<file path="src/rtl/fetch_unit_pkg.sv">
// Shared types and constants for the instruction fetch stage.
package fetch_unit_pkg;

    typedef enum logic [2:0] {
        IDLE,
        REQ,
        WAIT,
        HOLD,
        JWAIT
    } fetch_state_t;

    localparam logic [31:0] INST_BYTES = 32'd4;

endpackage

</file>
<file path="src/rtl/fetch_unit_if.sv">
// Instruction memory request/response bus between fetch (master) and memory (slave).
interface fetch_unit_if;

    logic        IMEM_REQ_VALID;
    logic        IMEM_REQ_READY;
    logic [31:0] IMEM_ADDR;
    logic        IMEM_RESP_VALID;
    logic [31:0] IMEM_RESP_DATA;

    modport master (
        output IMEM_REQ_VALID,
        output IMEM_ADDR,
        input  IMEM_REQ_READY,
        input  IMEM_RESP_VALID,
        input  IMEM_RESP_DATA
    );

    modport slave (
        input  IMEM_REQ_VALID,
        input  IMEM_ADDR,
        output IMEM_REQ_READY,
        output IMEM_RESP_VALID,
        output IMEM_RESP_DATA
    );

endinterface

</file>
<file path="src/rtl/fetch_unit.sv">
// Fetch stage: single-outstanding imem requests, one-word buffer to the decoder,
// halts on control transfers until execute redirects.
module fetch_unit
    import fetch_unit_pkg::*;
#(
    parameter logic [31:0] RESET_PC = 32'h0000_0000
) (
    input  logic         CLK,
    input  logic         RST,
    fetch_unit_if.master imem,
    input  logic         STALL,
    input  logic         CONDITIONAL_JUMP,
    input  logic         REDIRECT_VALID,
    input  logic [31:0]  REDIRECT_PC,
    output logic [31:0]  INSTRUCTION,
    output logic [31:0]  PC,
    output logic         DECODER_ENABLED
);

    fetch_state_t state_q, state_d;
    logic [31:0]  fetch_pc_q, fetch_pc_d;
    logic [31:0]  buf_instr_q, buf_instr_d;
    logic [31:0]  buf_pc_q, buf_pc_d;
    logic         buf_valid_q, buf_valid_d;
    logic         kill_q, kill_d;

    logic         dec_en;
    logic         req_hs;

    assign dec_en          = buf_valid_q & ~STALL & ~REDIRECT_VALID;
    assign req_hs          = (state_q == REQ) & imem.IMEM_REQ_READY;

    assign DECODER_ENABLED = dec_en;
    assign INSTRUCTION     = buf_instr_q;
    assign PC              = buf_pc_q;
    assign imem.IMEM_REQ_VALID = (state_q == REQ);
    assign imem.IMEM_ADDR      = fetch_pc_q;

    always_ff @(posedge CLK) begin
        if (RST) begin
            state_q     <= IDLE;
            fetch_pc_q  <= RESET_PC;
            buf_instr_q <= '0;
            buf_pc_q    <= '0;
            buf_valid_q <= 1'b0;
            kill_q      <= 1'b0;
        end else begin
            state_q     <= state_d;
            fetch_pc_q  <= fetch_pc_d;
            buf_instr_q <= buf_instr_d;
            buf_pc_q    <= buf_pc_d;
            buf_valid_q <= buf_valid_d;
            kill_q      <= kill_d;
        end
    end

    always_comb begin
        state_d     = state_q;
        fetch_pc_d  = fetch_pc_q;
        buf_instr_d = buf_instr_q;
        buf_pc_d    = buf_pc_q;
        buf_valid_d = buf_valid_q;
        kill_d      = kill_q;

        case (state_q)
            IDLE: state_d = REQ;
            REQ: begin
                if (req_hs) state_d = WAIT;
            end
            WAIT: begin
                if (imem.IMEM_RESP_VALID) begin
                    if (kill_q) begin
                        kill_d  = 1'b0;
                        state_d = REQ;
                    end else begin
                        buf_instr_d = imem.IMEM_RESP_DATA;
                        buf_pc_d    = fetch_pc_q;
                        buf_valid_d = 1'b1;
                        state_d     = HOLD;
                    end
                end
            end
            HOLD: begin
                if (dec_en) begin
                    buf_valid_d = 1'b0;
                    if (CONDITIONAL_JUMP) begin
                        state_d = JWAIT;
                    end else begin
                        fetch_pc_d = fetch_pc_q + INST_BYTES;
                        state_d    = REQ;
                    end
                end
            end
            JWAIT: ;
            default: state_d = IDLE;
        endcase

        // Redirect overrides everything above; the buffer contents are left
        // untouched so a word arriving alongside the redirect is discarded.
        if (REDIRECT_VALID && state_q != IDLE) begin
            fetch_pc_d  = REDIRECT_PC & ~32'h3;
            buf_instr_d = buf_instr_q;
            buf_pc_d    = buf_pc_q;
            buf_valid_d = 1'b0;
            case (state_q)
                REQ: begin
                    state_d = req_hs ? WAIT : REQ;
                    kill_d  = req_hs ? 1'b1 : kill_q;
                end
                WAIT: begin
                    state_d = imem.IMEM_RESP_VALID ? REQ : WAIT;
                    kill_d  = ~imem.IMEM_RESP_VALID;
                end
                default: state_d = REQ;
            endcase
        end
    end

endmodule

</file>
<file path="src/flat_wrapper.sv">
// flat-port wrapper written by rule: the top's interface ports become plain ports
module fetch_unit_flat import fetch_unit_pkg::*;
#(
    parameter logic [31:0] RESET_PC = 32'h0000_0000
)
  (CLK, RST, STALL, CONDITIONAL_JUMP, REDIRECT_VALID, REDIRECT_PC, INSTRUCTION, PC, DECODER_ENABLED, imem_IMEM_REQ_VALID, imem_IMEM_ADDR, imem_IMEM_REQ_READY, imem_IMEM_RESP_VALID, imem_IMEM_RESP_DATA);
  fetch_unit_if imem_i ();
  input  logic CLK;
  input  logic RST;
  input  logic STALL;
  input  logic CONDITIONAL_JUMP;
  input  logic REDIRECT_VALID;
  input  logic [31:0] REDIRECT_PC;
  output logic [31:0] INSTRUCTION;
  output logic [31:0] PC;
  output logic DECODER_ENABLED;
  output wire logic [$bits(imem_i.IMEM_REQ_VALID)-1:0] imem_IMEM_REQ_VALID;
  output wire logic [$bits(imem_i.IMEM_ADDR)-1:0] imem_IMEM_ADDR;
  input wire logic [$bits(imem_i.IMEM_REQ_READY)-1:0] imem_IMEM_REQ_READY;
  input wire logic [$bits(imem_i.IMEM_RESP_VALID)-1:0] imem_IMEM_RESP_VALID;
  input wire logic [$bits(imem_i.IMEM_RESP_DATA)-1:0] imem_IMEM_RESP_DATA;
  assign imem_IMEM_REQ_VALID = imem_i.IMEM_REQ_VALID;
  assign imem_IMEM_ADDR = imem_i.IMEM_ADDR;
  assign imem_i.IMEM_REQ_READY = imem_IMEM_REQ_READY;
  assign imem_i.IMEM_RESP_VALID = imem_IMEM_RESP_VALID;
  assign imem_i.IMEM_RESP_DATA = imem_IMEM_RESP_DATA;
  fetch_unit #(.RESET_PC(RESET_PC)) u_core (.CLK(CLK), .RST(RST), .imem(imem_i), .STALL(STALL), .CONDITIONAL_JUMP(CONDITIONAL_JUMP), .REDIRECT_VALID(REDIRECT_VALID), .REDIRECT_PC(REDIRECT_PC), .INSTRUCTION(INSTRUCTION), .PC(PC), .DECODER_ENABLED(DECODER_ENABLED));
endmodule
</file>
<file path="config.mk">
export PLATFORM = sky130hd
export DESIGN_NAME = fetch_unit_flat
export DESIGN_NICKNAME = d
export VERILOG_FILES = /design/src/rtl/fetch_unit_pkg.sv /design/src/rtl/fetch_unit_if.sv /design/src/rtl/fetch_unit.sv /design/src/flat_wrapper.sv
export SDC_FILE = /design/constraint.sdc
export NUM_CORES = 1
export LEC_CHECK = 0
export CAP_MARGIN = 20
export CORE_MARGIN = 2
export CORE_UTILIZATION = 47
export CTS_CLUSTER_DIAMETER = 120
export CTS_CLUSTER_SIZE = 14
export DETAILED_ROUTE_END_ITERATION = 16
export PLACE_DENSITY = 0.83
export SYNTH_ARGS = -nofsm -noshare
export SYNTH_HDL_FRONTEND = slang
export SYNTH_SLANG_ARGS = --single-unit
</file>
<file path="constraint.sdc">
create_clock -name CLK -period 4.5 [get_ports CLK]
set_clock_uncertainty 0.2 [all_clocks]
set_input_delay 0.9 -clock CLK [delete_from_list [all_inputs] [get_ports CLK]]
set_output_delay 0.9 -clock CLK [all_outputs]
set_load 0.01 [all_outputs]
</file>
* Word-level counts from Yosys, hierarchy flattened
Cells that the tools add are included.
** Storage, ports and cells
- Input port bits :: 71
- Register bits after elaboration :: 101
- Word-level logic and storage cells :: 65
** Operators by class
- Add/subtract/negate cells :: 1
- Reduce and logical (&&, ||, !) cells :: 12
- Bitwise operators :: 9
- Multiplexer cells :: 23
- Equality and inequality tests :: 13
** Operators by type and width (number)
- $mux W32 :: 4
- $add A32 B3 Y32 const B :: 1
- $mux W3 :: 5
- $pmux W3 S5 :: 1
- $reduce_and A4 Y1 :: 3
- $ne A3 B2 Y1 const B :: 3
- $mux W1 :: 7
- $eq A3 B2 Y1 const B :: 2
- $mux W2 :: 3
- $ne A2 B2 Y1 const B :: 3
- $not A1 Y1 :: 6
- $pmux W3 S2 :: 1
- $reduce_and A3 Y1 :: 2
- $reduce_bool A2 Y1 :: 3
- $ne A2 B1 Y1 const B :: 2
- $pmux W1 S2 :: 2
- $and A1 B1 Y1 :: 3
- $eq A3 B1 Y1 const B :: 1
- $eq A3 B3 Y1 const B :: 1
- $logic_not A3 Y1 :: 1
- $ne A3 B1 Y1 const B :: 1
- $reduce_bool A3 Y1 :: 1
- $reduce_or A2 Y1 :: 1
- $logic_and A1 B1 Y1 :: 1

* Depth between registers and ports, before layout
Gate-level depths: netlist (run 1).
- Depth in word-level cells :: 6
- Mapped depth :: 8

* Least setup slack after synthesis (run 1)
OpenSTA, ideal clock, no wires.
- Path type :: input-to-reg
- Start point :: in REDIRECT_VALID
- End point :: reg u_core.fetch_pc_q[18] (netlist: u_core.imem.IMEM_ADDR[18])
- Data arrival time :: 2.462 ns
- Stages on the path :: 7
- Setup time :: 0.139 ns
- Path slack :: 1.699 ns
- Cells stage by stage :: or3b_1 > buf_2 > or3_1 > buf_6 > nor4_1 > o21bai_1 > a211oi_2
** Between the ends
- Word-level cells in the longest chain between the ends :: 4
- Elaborated cells on any way between the ends :: 8
- Those cells by class :: eq/ne (1); mux (1); bitwise (2); reduce/logical (4)
** Ends and longest elaborated chain
- from (decl) :: RTL line flat_wrapper.sv:12 : input logic REDIRECT_VALID;
- $not A1 Y1 :: RTL line fetch_unit.sv:30 : assign dec_en = buf_valid_q & ~STALL & ~REDIRECT_VALID;
- $and A1 B1 Y1 :: RTL line fetch_unit.sv:30
- $reduce_bool A2 Y1 (no line)
- $reduce_and A3 Y1 (no line)
- to (signal assigned) :: RTL line fetch_unit.sv:49 : fetch_pc_q <= fetch_pc_d;
- to (decl) :: RTL line fetch_unit.sv:21 : logic [31:0] fetch_pc_q, fetch_pc_d;
Parallel ways exist; a longest one is shown, timed or not.
A chain may end at the register's enable or synchronous reset.

* Worst setup path after layout (run 1)
- Start point :: in REDIRECT_VALID
- End point :: out DECODER_ENABLED
** Between the ends
- Word-level cells in the longest chain between the ends :: 2
** Ends and longest elaborated chain
- $not A1 Y1 :: RTL line fetch_unit.sv:30
- $and A1 B1 Y1 :: RTL line fetch_unit.sv:30
- to (decl) :: RTL line flat_wrapper.sv:16 : output logic DECODER_ENABLED;
No other way between the ends.

==> results of run 1 <==
critical path: stages:
cell and delay [ps]:
clkdlybuf4s50_1 550, or3b_1 570, inv_1 130, clkdlybuf4s50_1 550
sequential cells by signal, summed over array words and instances (netlist names):
name / cells
u_core.kill_q: 1
u_core.buf_valid_q: 1
u_core.state_q: 3
u_core.imem.IMEM_ADDR: 30
u_core.PC: 30
u_core.INSTRUCTION: 32
stage by stage:
step | setup slack (ps) | utilization (%) | power, mW | hold slack, ps
detailed placement | 692 | 67.0 | 1.23 | 246
finish | 689 | 69.9 | 1.91 | 256
floorplan | 1700 | - | 1.08 | 243
global placement | 706 | 66.8 | 1.22 | 241
CTS | 683 | 69.9 | 1.92 | 258
global route | 606 | 69.9 | 1.99 | 271
final timing paths:
kind,startpoint,endpoint,slack (ps)
min,u_core.INSTRUCTION[20],u_core.INSTRUCTION[20],260
max,REDIRECT_VALID,DECODER_ENABLED,690
max reg2reg,u_core.state_q[1],u_core.PC[22],1910
min reg2reg,u_core.INSTRUCTION[20],u_core.INSTRUCTION[20],260
layout make-up:
cell class                      instances  area, um^2
Fill cell                             700        2620
Multi-Input combinational cell        388        2100
Sequential cell                        97        1940
Timing Repair Buffer                  165        1650
Clock buffer                           10         138
Tap cell                              108         135
Clock inverter                          6         114
Inverter                                3        11.3
kinds of logic (layout without fill, tap and decap cells):
family / after synthesis / count (layout) / synth area share, %
xor+xnor: 16 / 16 / 3.33
mux: 2 / 2 / 0.476
compound gates: 122 / 122 / 17.5
flops: 97 / 97 / 46.1
fa+ha+maj: 1 / 1 / 0.297
simple gates: 243 / 243 / 27.6
buf+inv: 43 / 184 / 4.58
other cells: 1 / 4 / 0.0891
cell usage in the layout (no fill, tap or decap), types with 4 or more instances in the layout:
| cell type | instances |
|---|---|
| a311oi_1 | 7 |
| nand2_1 | 142 |
| dfxtp_1 | 97 |
| nor2_1 | 29 |
| a211oi_1 | 12 |
| and3_1 | 5 |
| conb_1 | 4 |
| clkdlybuf4s50_1 | 161 |
| nand3_1 | 10 |
| xnor2_1 | 12 |
| xor2_1 | 4 |
| nor4_1 | 6 |
| nand4_1 | 4 |
| or3_1 | 10 |
| a21oi_1 | 74 |
| o21ai_0 | 9 |
| clkbuf_8 | 10 |
| a211oi_2 | 5 |
metal layers:
metal / up-vias / global-route usage [%] / share of wire [%]
met5: - / 0 / 0
met4: 0 / 7.80 / 1.8
met3: 15 / 6.10 / 6.2
met2: 147 / 39.8 / 50
met1: 1941 / 29.8 / 42
li1: 2085 / - / -
power groups by stage:
stage	combinational [mW]	clock [mW]	sequential, mW
3_5_place_dp	0.264	0	0.968
2_1_floorplan	0.109	0	0.966
4_1_cts	0.265	0.705	0.949
5_1_grt	0.286	0.745	0.957
3_3_place_gp	0.258	0	0.965
6_report	0.265	0.692	0.950
==> key figures, run 1 <==
Route
  – Routed vias/inst: 5.39
  – Drt total wl: 11800 um
  – DR pass1 iterations: 5
  – WL/cell: between 15 and 20 um
  – Number of DRC markers in iteration 0: 236
  – Total number of vias: 4188
  – Post-route ant nets: 0
  – Residual DRC: 0

Yosys
  – Register area share after synthesis: about 46%
  – Register bit total from synthesis: just under 100
  – Cell count after synthesis: 525
  – Most common library cells after synthesis: 143 x nand2_1, 97 x dfxtp_1, 74 x a21oi_1
  – Syn. warnings: 0
  – Cell taking the most area after synthesis: dfxtp_1
  – Synth unique cells: 50
  – Most frequent cell after synthesis: nand2_1
  – Number of flops mapped to enable cells by yosys: 0
  – Post-synth top area share: ~46%
  – Post-synth top flop: dfxtp_1
  – Area contributors post-synth: dfxtp_1 46%, nand2_1 13%, a21oi_1 8.8%
  – Mean area per synthesized cell: 8.02 um^2
  – Fraction of registers with async set/reset: 0%
  – Post-Syn Area: 4210 um^2

Clock network
  – Clk Latency, worst-skew pair: 360 ps
  – Post-CTS Resized: 0
  – Number of hold buffers added after cts: 0
  – CTS buffer count: 9
  – CTS tree: done
  – Post-CTS Setup Inserts: 0
  – Clock-pin transition on the worst setup and hold timing paths: 90 ps
  – H-tree Lvls: 3
  – Clock Tree Buf Depth: 2
  – Sink Count: 97
  – CTS root buf: clkbuf_8

STA
  – Slew @ Worst Pin: 1030 ps
  – Slew Limit Headroom: a little over 30%
  – Final Cycle Share: 84.7%
  – Final Hold Vio Count: 0
  – Unrepaired setup endpoints after global routing: no
  – Fin crit period: 3810 ps
  – Setup TNS: 0 ps
  – FMAX: 0.262 GHz
  – Final setup vio count: 0
  – Final slew viol count: 0

Layout
  – Fin cells: a little under 800
  – Layout cells sized above 1: 5.98%
  – Ant diodes: 0
  – Synthesis-to-finish area growth: 44.8%
  – Fin area: 6100 um^2
  – Final net count: around 740

Pwr
  – Switching Power: 475 uW
  – Internal: about 1.4 mW
  – Reg power frac: 49.8%
  – Leak: 1.99 nW
  – Clock power share: 36.3%
  – VDD IR max: 0.211 mV
  – PD cells: 313 nW/um^2
  – Switch share: 24.9%
  – Comb pwr share: about 14%

Hold path
  – Hold WC Path Type: flop to flop
  – Hold path depth: 2

Die
  – Total die area: 9730 um^2
  – # IOs: roughly 170
  – Die H: 98.6 um
  – Cell Rows: 34
  – Die W: 98.6 um
  – Initial core utilization: 48.3%
  – Placeable Area: 8720 um^2

Global routing
  – Total congestion overflow: 0
  – First-pass GRT wire length: 19100 um
  – Largest net degree at the start of global routing: 97
  – Initial antenna violation count: 0
  – Total GRT Usage: a little under a quarter
  – Number of global-route vias before repair: around 4000

Critical path
  – Crit Path Category: input pin to primary output
  – Reg2reg path depth: 6
  – Arrival time at the worst endpoint: 2710 ps
  – WP data required: 3400 ps
  – Max FO, Critical Path: 7
  – CP Launch Type: input pin
  – CP endpoint kind: primary output

Run status
  – Status: finished clean

Place
  – Dpl cell area: 5850 um^2
  – Dpl cells: 761
  – Port Buffers: between 150 and 200
  – Final GP Congestion: between 0.8 and 0.9
  – Final HPWL DP: about 8200 um

Flow run
  – Max_cap viols: 0
Note: power is estimated with default switching activity, not from simulation.
==> inputs of run 2 (changes only) <==
--- a/config.mk
+++ b/config.mk
@@ -7,11 +7,11 @@
 export LEC_CHECK = 0
 export CAP_MARGIN = 20
 export CORE_MARGIN = 2
-export CORE_UTILIZATION = 47
+export CORE_UTILIZATION = 39
 export CTS_CLUSTER_DIAMETER = 120
 export CTS_CLUSTER_SIZE = 14
 export DETAILED_ROUTE_END_ITERATION = 16
-export PLACE_DENSITY = 0.83
+export PLACE_DENSITY = 0.73
 export SYNTH_ARGS = -nofsm -noshare
 export SYNTH_HDL_FRONTEND = slang
 export SYNTH_SLANG_ARGS = --single-unit
==> constraint.sdc (replaced) <==
create_clock -name CLK -period 3.4 [get_ports CLK]
set_clock_uncertainty 0.2 [all_clocks]
set_input_delay 0.68 -clock CLK [delete_from_list [all_inputs] [get_ports CLK]]
set_output_delay 0.68 -clock CLK [all_outputs]
set_load 0.01 [all_outputs]
==> run 2 against run 1 <==
- combinational power is 34% higher
- design area increased by 0.29%
- final cell count is 4.6% higher
- clock power down 1%
- core utilization is 11 points lower
- clock-buffer cell count up 2
==> key figures, run 2 (same netlist as run 1, synthesis figures left out) <==
Pwr
  – Leak: 2.00 nW (+0.14%)
  – VDD IR max: 0.178 mV (-16%)
  – PD cells: 375 nW/um^2 (+20%)

Clock network
  – CTS buffer count: 9 (unchanged)
  – Clock Tree Buf Depth: 2 (unchanged)
  – Post-CTS Resized: 0 (unchanged)
  – CTS tree: done
  – Number of hold buffers added after cts: 0 (unchanged)
  – CTS root buf: clkbuf_8
  – Sink Count: 97 (unchanged)
  – Clock-pin transition on the worst setup and hold timing paths: 90 ps (about the same)
  – H-tree Lvls: 3 (unchanged)
  – Clk Latency, worst-skew pair: 360 ps (about the same)
  – Post-CTS Setup Inserts: 0 (unchanged)

Critical path
  – R2R Setup Slk: 930 ps (-980 ps)
  – Reg-to-reg critical path startpoint: u_core.imem.IMEM_ADDR[15]
  – CP Launch Type: input pin
  – CP endpoint kind: primary output
  – Top delay family on crit path: buffers and inverters
  – Worst Path Buf+Inv: 3 (unchanged)
  – WP data required: 2520 ps (-880 ps)
  – Crit-path max cell delay: 550 ps (-20 ps)
  – Reg2reg path depth: 5 (-1)
  – Max FO, Critical Path: 7 (unchanged)
  – Critical-path cell list: clkdlybuf4s50_1 -> or3b_1 -> inv_1 -> clkdlybuf4s50_1
  – Critical-path top delay cell: clkdlybuf4s50_1
  – Arrival time at the worst endpoint: 2300 ps (-410 ps)
  – Most used cell along the critical path: clkdlybuf4s50_1
  – Crit Path Category: input pin to primary output
  – RR Endpoint: u_core.imem.IMEM_ADDR[26]

Global routing
  – Total GRT Usage: 20.2% (-3.5 points)
  – Number of global-route vias before repair: 3869 (-3.0%)
  – Total congestion overflow: 0 (unchanged)
  – Largest net degree at the start of global routing: 55 (-43%)
  – First-pass GRT wire length: 18700 um (-2.0%)
  – Initial antenna violation count: 0 (unchanged)

Die
  – Die W: 108 um (+9.4%)
  – Placeable Area: 10400 um^2 (+19%)
  – Initial core utilization: 40.4% (-7.9 points)
  – Cell Rows: 37 (+8.8%)
  – Total die area: 11600 um^2 (+20%)
  – # IOs: 169 (unchanged)
  – Die H: 108 um (+9.4%)

STA
  – Slew @ Worst Pin: 623 ps (-410 ps)
  – Final Cycle Share: 93.6%
  – Slew Limit Headroom: 58.4% (+27 points)
  – Final slew viol count: 0 (unchanged)
  – Fin crit period: 3180 ps
  – Final Hold Vio Count: 0 (unchanged)
  – Setup TNS: 0 ps (unchanged)
  – Final setup vio count: 0 (unchanged)
  – Hold_ws: 256 ps (+0.561 ps)
  – Unrepaired setup endpoints after global routing: no
  – FMAX: about 0.31 GHz

Place
  – Final HPWL DP: 8650 um (+5.0%)
  – Dpl cells: 797 (+4.7%)
  – Final GP Congestion: 0.791 (-1.5%)
  – Port Buffers: 162 (unchanged)

Route
  – Number of DRC markers in iteration 0: 206 (-13%)
  – Drt total wl: 11800 um (about the same)
  – Residual DRC: 0 (unchanged)
  – WL/cell: 14.5 um (-4.4%)
  – Routed vias/inst: 5.15 (-4.4%)
  – Total number of vias: 4189 (+0.024%)
  – DR pass1 iterations: 4 (-1)
  – Post-route ant nets: 0 (unchanged)

Layout
  – Ant diodes: 0 (unchanged)
  – Max reg flops: 32 (unchanged)
  – Most frequent cells in the layout: 161 x clkdlybuf4s50_1, 142 x nand2_1, 97 x dfxtp_1, 74 x a21oi_1, 29 x nor2_1
  – Synthesis-to-finish area growth: 45.3%
  – Most common cell after layout, fill and taps aside: clkdlybuf4s50_1
  – Fin cells: 813 (+4.6%)
  – Layout cells sized above 1: 6.79% (+0.82 points)
  – Final net count: 744 (+1.1%)

Hold path
  – Worst hold endpoint: u_core.INSTRUCTION[16]
  – Hold WC Path Type: flop to flop
  – HP Start: u_core.INSTRUCTION[16]
  – Hold path depth: 2 (unchanged)

Flow run
  – Max_cap viols: 0 (unchanged)

Run status
  – Status: finished clean
## run 2: cell types whose count changed in the layout (fill, tap and decap cells not counted), sizes merged
cell    change
clkbuf      +2
buf         +8
bufinv      -3
inv         -1
clkinv      +2
## run 2: through the flow
stage / power [mW] / area (um^2) / utilization (%) / setup WS (ps)
6_report: 2.29 / 6120 / 58.7 / 219
3_3_place_gp: 1.63 / 5940 / 57.0 / 222
5_1_grt: 2.40 / 6120 / 58.7 / 162
2_1_floorplan: 1.42 / 4220 / - / 819
3_5_place_dp: 1.64 / 5940 / 57.0 / 170
4_1_cts: 2.32 / 6120 / 58.7 / 210
## run 2: worst reg2reg max path, stage by stage, from the launching register on
cell      delay [ps]
dfxtp_1          500
nand4_1          190
nor4_1           490
nand4_2          310
or3_1            420
a311oi_1         270
## run 2: worst max path at each step
stage	from	to	cells past startpoint
finish	REDIRECT_VALID	DECODER_ENABLED	4
global route	REDIRECT_VALID	DECODER_ENABLED	4
CTS	REDIRECT_VALID	DECODER_ENABLED	4
detailed placement	REDIRECT_VALID	u_core.imem.IMEM_ADDR[18]	6
global placement	REDIRECT_VALID	DECODER_ENABLED	4
floorplan	REDIRECT_VALID	u_core.imem.IMEM_ADDR[18]	7
## run 2: final cells by class
type / count / area, um^2
Timing Repair Buffer: 173 / 1710
Inverter: 3 / 11.3
Clock buffer: 12 / 145
Clock inverter: 4 / 28.8
Sequential cell: 97 / 1940
Multi-Input combinational cell: 388 / 2100
Tap cell: 136 / 170
Fill cell: 939 / 4300
## run 2: per-layer routing
| metal | vias up | wire (um) | track usage, % |
|---|---|---|---|
| met5 | - | 0 | 0 |
| met4 | 0 | 180 | 8.42 |
| met3 | 16 | 717 | 4.30 |
| met2 | 127 | 5810 | 33.2 |
| met1 | 1952 | 5110 | 25.8 |
| li1 | 2094 | - | - |
## run 2: report_power, final
part           internal (mW)  switching (mW)  total (mW)
registers               1.18          0.0721        1.25
clock network          0.287           0.398       0.685
logic                  0.206           0.149       0.355
